[src/rtl/imem_pkg.sv]
// Shared fault codes, default NOP encoding and the fetch fault classifier for the instruction memory.
// Pure declarations: no state, no timing.
package imem_pkg;

  localparam int FAULT_W = 2;

  localparam logic [FAULT_W-1:0] FAULT_OK       = 2'b00;
  localparam logic [FAULT_W-1:0] FAULT_MISALIGN = 2'b01;
  localparam logic [FAULT_W-1:0] FAULT_RANGE    = 2'b10;

  localparam logic [31:0] NOP_WORD_DEFAULT = 32'h0000_0000;

  // Misalignment wins over range; the range compare is full-width so high PCs never wrap into memory.
  function automatic logic [FAULT_W-1:0] classify(input logic [31:0] addr,
                                                  input logic [31:0] last_word_addr);
    if (addr[1:0] != 2'b00) begin
      return FAULT_MISALIGN;
    end
    if (addr > last_word_addr) begin
      return FAULT_RANGE;
    end
    return FAULT_OK;
  endfunction

endpackage

[src/rtl/imem_bank.sv]
// Big-endian byte-array storage with one registered 4-byte read port and one word write port.
// Read data appears one edge after i_rd_en and holds otherwise; same-edge writes are not seen by the read.
module imem_bank #(
  parameter int  DEPTH_BYTES = 256,
  localparam int WW          = $clog2(DEPTH_BYTES) - 2
) (
  input  logic          clk,
  input  logic          rst,
  input  logic          i_rd_en,
  input  logic [WW-1:0] i_rd_word,
  output logic [31:0]   o_rd_data,
  input  logic          i_wr_en,
  input  logic [WW-1:0] i_wr_word,
  input  logic [31:0]   i_wr_data
);

  logic [7:0]  r_mem [DEPTH_BYTES];
  logic [31:0] r_rd_data;

  // The array is deliberately outside reset so programmed code survives a core reset.
  always_ff @(posedge clk) begin
    if (i_wr_en) begin
      r_mem[{i_wr_word, 2'b00}] <= i_wr_data[31:24];
      r_mem[{i_wr_word, 2'b01}] <= i_wr_data[23:16];
      r_mem[{i_wr_word, 2'b10}] <= i_wr_data[15:8];
      r_mem[{i_wr_word, 2'b11}] <= i_wr_data[7:0];
    end
  end

  always_ff @(posedge clk or posedge rst) begin
    if (rst) begin
      r_rd_data <= 32'h0000_0000;
    end else if (i_rd_en) begin
      r_rd_data <= {r_mem[{i_rd_word, 2'b00}], r_mem[{i_rd_word, 2'b01}],
                    r_mem[{i_rd_word, 2'b10}], r_mem[{i_rd_word, 2'b11}]};
    end
  end

  assign o_rd_data = r_rd_data;

endmodule

[src/rtl/imem_fetch_port.sv]
// Instruction fetch port: valid/ready fetch with one-cycle latency, fault reporting, flush and a word programming port.
// req_ready drops while a response is held without rsp_ready or while flush is high; programming never stalls.
module imem_fetch_port
  import imem_pkg::*;
#(
  parameter int          DEPTH_BYTES = 256,
  parameter logic [31:0] NOP_WORD    = NOP_WORD_DEFAULT,
  parameter int          CNT_W       = 16
) (
  input  logic               clk,
  input  logic               rst,
  input  logic               req_valid,
  output logic               req_ready,
  input  logic [31:0]        req_addr,
  output logic               rsp_valid,
  input  logic               rsp_ready,
  output logic [31:0]        rsp_instr,
  output logic [FAULT_W-1:0] rsp_fault,
  input  logic               flush,
  input  logic               prog_we,
  input  logic [31:0]        prog_addr,
  input  logic [31:0]        prog_wdata,
  output logic [CNT_W-1:0]   fault_cnt
);

  localparam int          WW             = $clog2(DEPTH_BYTES) - 2;
  localparam logic [31:0] LAST_WORD_ADDR = 32'(DEPTH_BYTES - 4);
  localparam logic [31:0] DEPTH_ADDR     = 32'(DEPTH_BYTES);

  logic               r_vld;
  logic [FAULT_W-1:0] r_fault;
  logic [CNT_W-1:0]   r_cnt;

  logic               w_req_ready;
  logic               w_accept;
  logic [FAULT_W-1:0] w_fault;
  logic               w_rd_en;
  logic               w_wr_en;
  logic [31:0]        w_rd_data;
  logic               w_unused;

  assign w_req_ready = !flush && (!r_vld || rsp_ready);
  assign w_accept    = req_valid && w_req_ready;
  assign w_fault     = classify(req_addr, LAST_WORD_ADDR);
  assign w_rd_en     = w_accept && (w_fault == FAULT_OK);
  assign w_wr_en     = prog_we && (prog_addr < DEPTH_ADDR);
  assign w_unused    = ^prog_addr[1:0];

  imem_bank #(
    .DEPTH_BYTES (DEPTH_BYTES)
  ) u_bank (
    .clk       (clk),
    .rst       (rst),
    .i_rd_en   (w_rd_en),
    .i_rd_word (req_addr[WW+1:2]),
    .o_rd_data (w_rd_data),
    .i_wr_en   (w_wr_en),
    .i_wr_word (prog_addr[WW+1:2]),
    .i_wr_data (prog_wdata)
  );

  // Flush outranks everything; otherwise a new accept refills the slot the consumer is draining.
  always_ff @(posedge clk or posedge rst) begin
    if (rst) begin
      r_vld   <= 1'b0;
      r_fault <= FAULT_OK;
    end else if (flush) begin
      r_vld   <= 1'b0;
    end else if (w_accept) begin
      r_vld   <= 1'b1;
      r_fault <= w_fault;
    end else if (rsp_ready) begin
      r_vld   <= 1'b0;
    end
  end

  always_ff @(posedge clk or posedge rst) begin
    if (rst) begin
      r_cnt <= '0;
    end else if (w_accept && (w_fault != FAULT_OK) && (r_cnt != '1)) begin
      r_cnt <= r_cnt + 1'b1;
    end
  end

  // The bank data register only loads on good fetches, so faulted responses substitute the NOP here.
  assign rsp_instr = (r_fault == FAULT_OK) ? w_rd_data : NOP_WORD;
  assign rsp_valid = r_vld;
  assign rsp_fault = r_fault;
  assign fault_cnt = r_cnt;
  assign req_ready = w_req_ready;

endmodule

[config.mk]
export PLATFORM = sky130hd
export DESIGN_NAME = imem_fetch_port
export DESIGN_NICKNAME = d
export VERILOG_FILES = /design/src/rtl/imem_pkg.sv /design/src/rtl/imem_bank.sv /design/src/rtl/imem_fetch_port.sv
export SDC_FILE = /design/constraint.sdc
export NUM_CORES = 2
export LEC_CHECK = 0
export CAP_MARGIN = 25
export CORE_UTILIZATION = 33
export DETAILED_ROUTE_END_ITERATION = 8
export GPL_TIMING_DRIVEN = 1
export SLEW_MARGIN = 20
export SYNTH_ARGS = -nofsm -noshare
export SYNTH_HDL_FRONTEND = slang
export SYNTH_SLANG_ARGS = --single-unit
export TNS_END_PERCENT = 100
[constraint.sdc]
create_clock -name clk -period 5.6 [get_ports clk]
set_clock_uncertainty 0.1 [all_clocks]
set_input_delay 0.84 -clock clk [delete_from_list [all_inputs] [get_ports clk]]
set_output_delay 0.84 -clock clk [all_outputs]
set_load 0.1 [all_outputs]
==> results by group <==
Floorplan
  – Die W: 496 µm
  – Rows: 181
  – IO Pins: 154
  – Initial Utilization: 0.332
  – Core Area: 243000 µm²
  – Die H: 496 µm
  – Die area: between 200000 and 250000 µm²

Detailed routing
  – Pre-antenna DRT Iters: 5
  – Post-DR vias/cell: 5.31
  – Remaining DRCs: 0
  – Iter 0 DRT Violations: 4954
  – Routed WL per cell: 28.3 µm
  – Vias: between 30000 and 40000
  – Final ANT Viol Nets: 0
  – Detailed Route WL: approximately 210 mm

Synthesis
  – Post-synth EDFFs: between 2000 and 2500
  – Flops & latches, synth: 2099
  – Synthesis Warnings: 0
  – Post-synth top area cell: edfxtp_1
  – Post-Syn Instances: 3817
  – Mapped Area: 80600 µm²
  – Top FF cell, synth: edfxtp_1
  – Dominant cells by area after synthesis: edfxtp_1 (76%), mux4_2 (12%), mux2_2 (2.7%)
  – Syn Nets: roughly 4000
  – Syn_area_per_cell: between 20 and 25 µm²
  – Library cells used by synthesis: 43
  – Share of the synthesized area in the top cell type: 0.763
  – Asr flop ratio synth: 0.0243
  – Post-synthesis sequential area ratio: 0.779

STA
  – Final hold violations: 0
  – Tmin final: approximately 4500 ps
  – Achievable frequency: 224 MHz
  – RSZ-0062 raised after global routing: false
  – Setup TNS: 0 ps
  – Setup violators final: 0
  – Max-Slew Margin vs Limit: 0.318
  – Max-slew violation count: 0
  – Tcrit/Tclk final: 0.796
  – Setup ws final: approximately 1100 ps
  – Worst Tran Pin Value: around 1000 ps

Global routing
  – Initial antenna violation count: 35
  – Largest net degree at the start of global routing: 96
  – Total gr overflow: 0
  – Number of global-route vias before repair: roughly 40000
  – First-pass GRT wire length: 299 mm
  – Gr usage total: 0.171

Clock network
  – Clock root buffer: clkbuf_16
  – CTS max path bufs: 3
  – TritonCTS clock tree: built
  – Postcts setup bufs: 0
  – Cts repair resizes: 0
  – Hold buffer count at CTS: 0
  – CTS buffer count: 207
  – Clk sink count: 2099
  – Clk_lat worst skew: 850 ps
  – Htree depth: 4
  – Clk pin slew, worst setup/hold paths: roughly 60 ps

Critical path
  – Crit path launch: rsp_fault[1]
  – Arr. time, crit path: 3520 ps
  – Required time worst endpoint: 4660 ps
  – Critical Path Fanout Max: 20
  – Stages on worst setup path: 4
  – Worst reg2reg endpoint: u_bank.o_rd_data[15]
  – Max stage delay on crit path: between 1000 and 1500 ps
  – Crit path to: rsp_instr[0]
  – Critical path buffers and inverters: 2
  – Worst reg-to-reg setup slack: roughly 2400 ps
  – Critical path cell sequence: nor2_2 -> buf_4 -> and2_1 -> clkdlybuf4s50_1
  – R2r startpoint: rsp_valid
  – CP delay by family, top: buffers and inverters
  – CP startpoint kind: flip-flop
  – Crit Path Category: reg2out
  – Slowest cell on crit path: clkdlybuf4s50_1
  – Critical path capture point type: output pin
  – Worst Reg-to-Reg Cells: 7

Layout
  – Design area: 93900 µm²
  – FF+latch area: about 63000 µm²
  – Share of layout cells above drive strength 1: 0.278
  – Footprint of the multi-input gates: 17400 µm²
  – Area Growth Syn to Fin: 16.6%
  – FILL cells: 21600
  – Fin nets: 4254

Placed design
  – Gpl congestion: 0.775
  – IO Port Bufs: 151
  – Pre-CTS setup slack: 1290 ps
  – HPWL Detailed: 119 mm
  – DP Area: 87400 µm²

Hold path
  – Hold Path Class: reg2reg
  – Worst hold start: fault_cnt[11]

Pwr
  – Worst vdd ir: 259 µV
  – Total leakage power: 0.0292 µW
  – PwrDens: 344 nW/µm²

Flow run
  – Max_cap viols: 0

Run status
  – Status: finished, final reports clean
final cells by class:
cell class | count | share of cell area
well taps | 3202 | 0.0427
flip-flops and latches | 2099 | 0.668
diodes | 9 | 0.000240
inverters | 3 | 0.000120
multi-input cells | 1490 | 0.185
clock inverters | 126 | 0.0118
repair buffers | 350 | 0.0347
clock buffers | 257 | 0.0575
state kept, by name (all words and copies together), names as in the netlist:
| name | count |
|---|---|
| u_bank.r_mem | 2048 |
| u_bank.o_rd_data | 32 |
| fault_cnt | 16 |
| rsp_fault | 2 |
| rsp_valid | 1 |
worst min path at each step:
| stage | cells after the start | slack, ps | endpoint |
|---|---|---|---|
| floorplan | 2 | 370 | u_bank.o_rd_data[0] |
| global route | 1 | 410 | fault_cnt[11] |
| global placement | 1 | 380 | fault_cnt[11] |
| CTS | 1 | 400 | fault_cnt[11] |
| finish | 1 | 390 | fault_cnt[11] |
| detailed placement | 1 | 390 | fault_cnt[11] |
cell families (layout without fill, tap and decap cells):
group                    after synthesis  in the layout  synth area share
flip-flops                          2099           2099             0.779
multiplexers                         609            609             0.143
AND/OR/NAND/NOR                      473            473            0.0301
AO/OA/AOI/OAI                        392            392            0.0333
buffers and inverters                228            736            0.0125
XOR/XNOR                              15             15           0.00163
adder cells (fa/ha/maj)                1              1          0.000155
other                                  0              9                 0
routing by layer:
layer / GRT usage / vias up / share of wire
met5: 0 / - / 0.00010
met4: 0.0449 / 4 / 0.024
met3: 0.0340 / 276 / 0.079
met2: 0.277 / 1614 / 0.48
met1: 0.236 / 21500 / 0.42
li1: - / 16600 / -
layout by cell type (no fill, tap or decap), types with 60 or more instances in the layout:
cell and count:
a211oi_1 64, a22o_1 60, a22oi_1 98, buf_4 166
clkbuf_16 208, clkdlybuf4s50_1 113, clkinv_1 61, edfxtp_1 2048
mux2_2 193, mux4_2 416, nand2_1 108, nor2_4 66
nor2b_1 67, nor3_1 64, o21ai_0 98, o22ai_1 64
where the power goes:
| group | switching (µW) | total, µW | internal, µW |
|---|---|---|---|
| Sequential | 31.9 | 17300 | 17300 |
| Combinational | 1130 | 1700 | 569 |
| Clock | 5980 | 13400 | 7370 |
stage by stage:
step                      hold WS [ps]  std cells   util  power (µW)
after floorplan                    367       3817      -       18500
after global routing               409       7529  0.386       33200
final                              391       7536  0.387       32300
after CTS                          397       7527  0.386       32600
after global placement             384       7143  0.360       19300
after detailed placement           385       7144  0.360       19300
synthesized netlist by cell type, types with 3 or more instances:
library cell and n:
clkbuf_1 132, buf_4 7, nand4_1 5, nor4_1 10, xor2_1 6, o31ai_1 4
or4_1 30, nor2_1 77, nor3_1 64, and4_1 4, a22o_1 60, nand2_1 108
buf_2 50, o22ai_1 64, o21ai_0 98, xnor2_1 9, nand3b_1 3, a211oi_1 64
nor2b_1 73, buf_1 28, and3_1 9, edfxtp_1 2048, nand3_1 44, dfrtp_1 51
and2_1 36, mux4_2 416, a22oi_1 98, buf_6 8, mux2_2 193, inv_1 3
(Power assumes the default switching activity.)
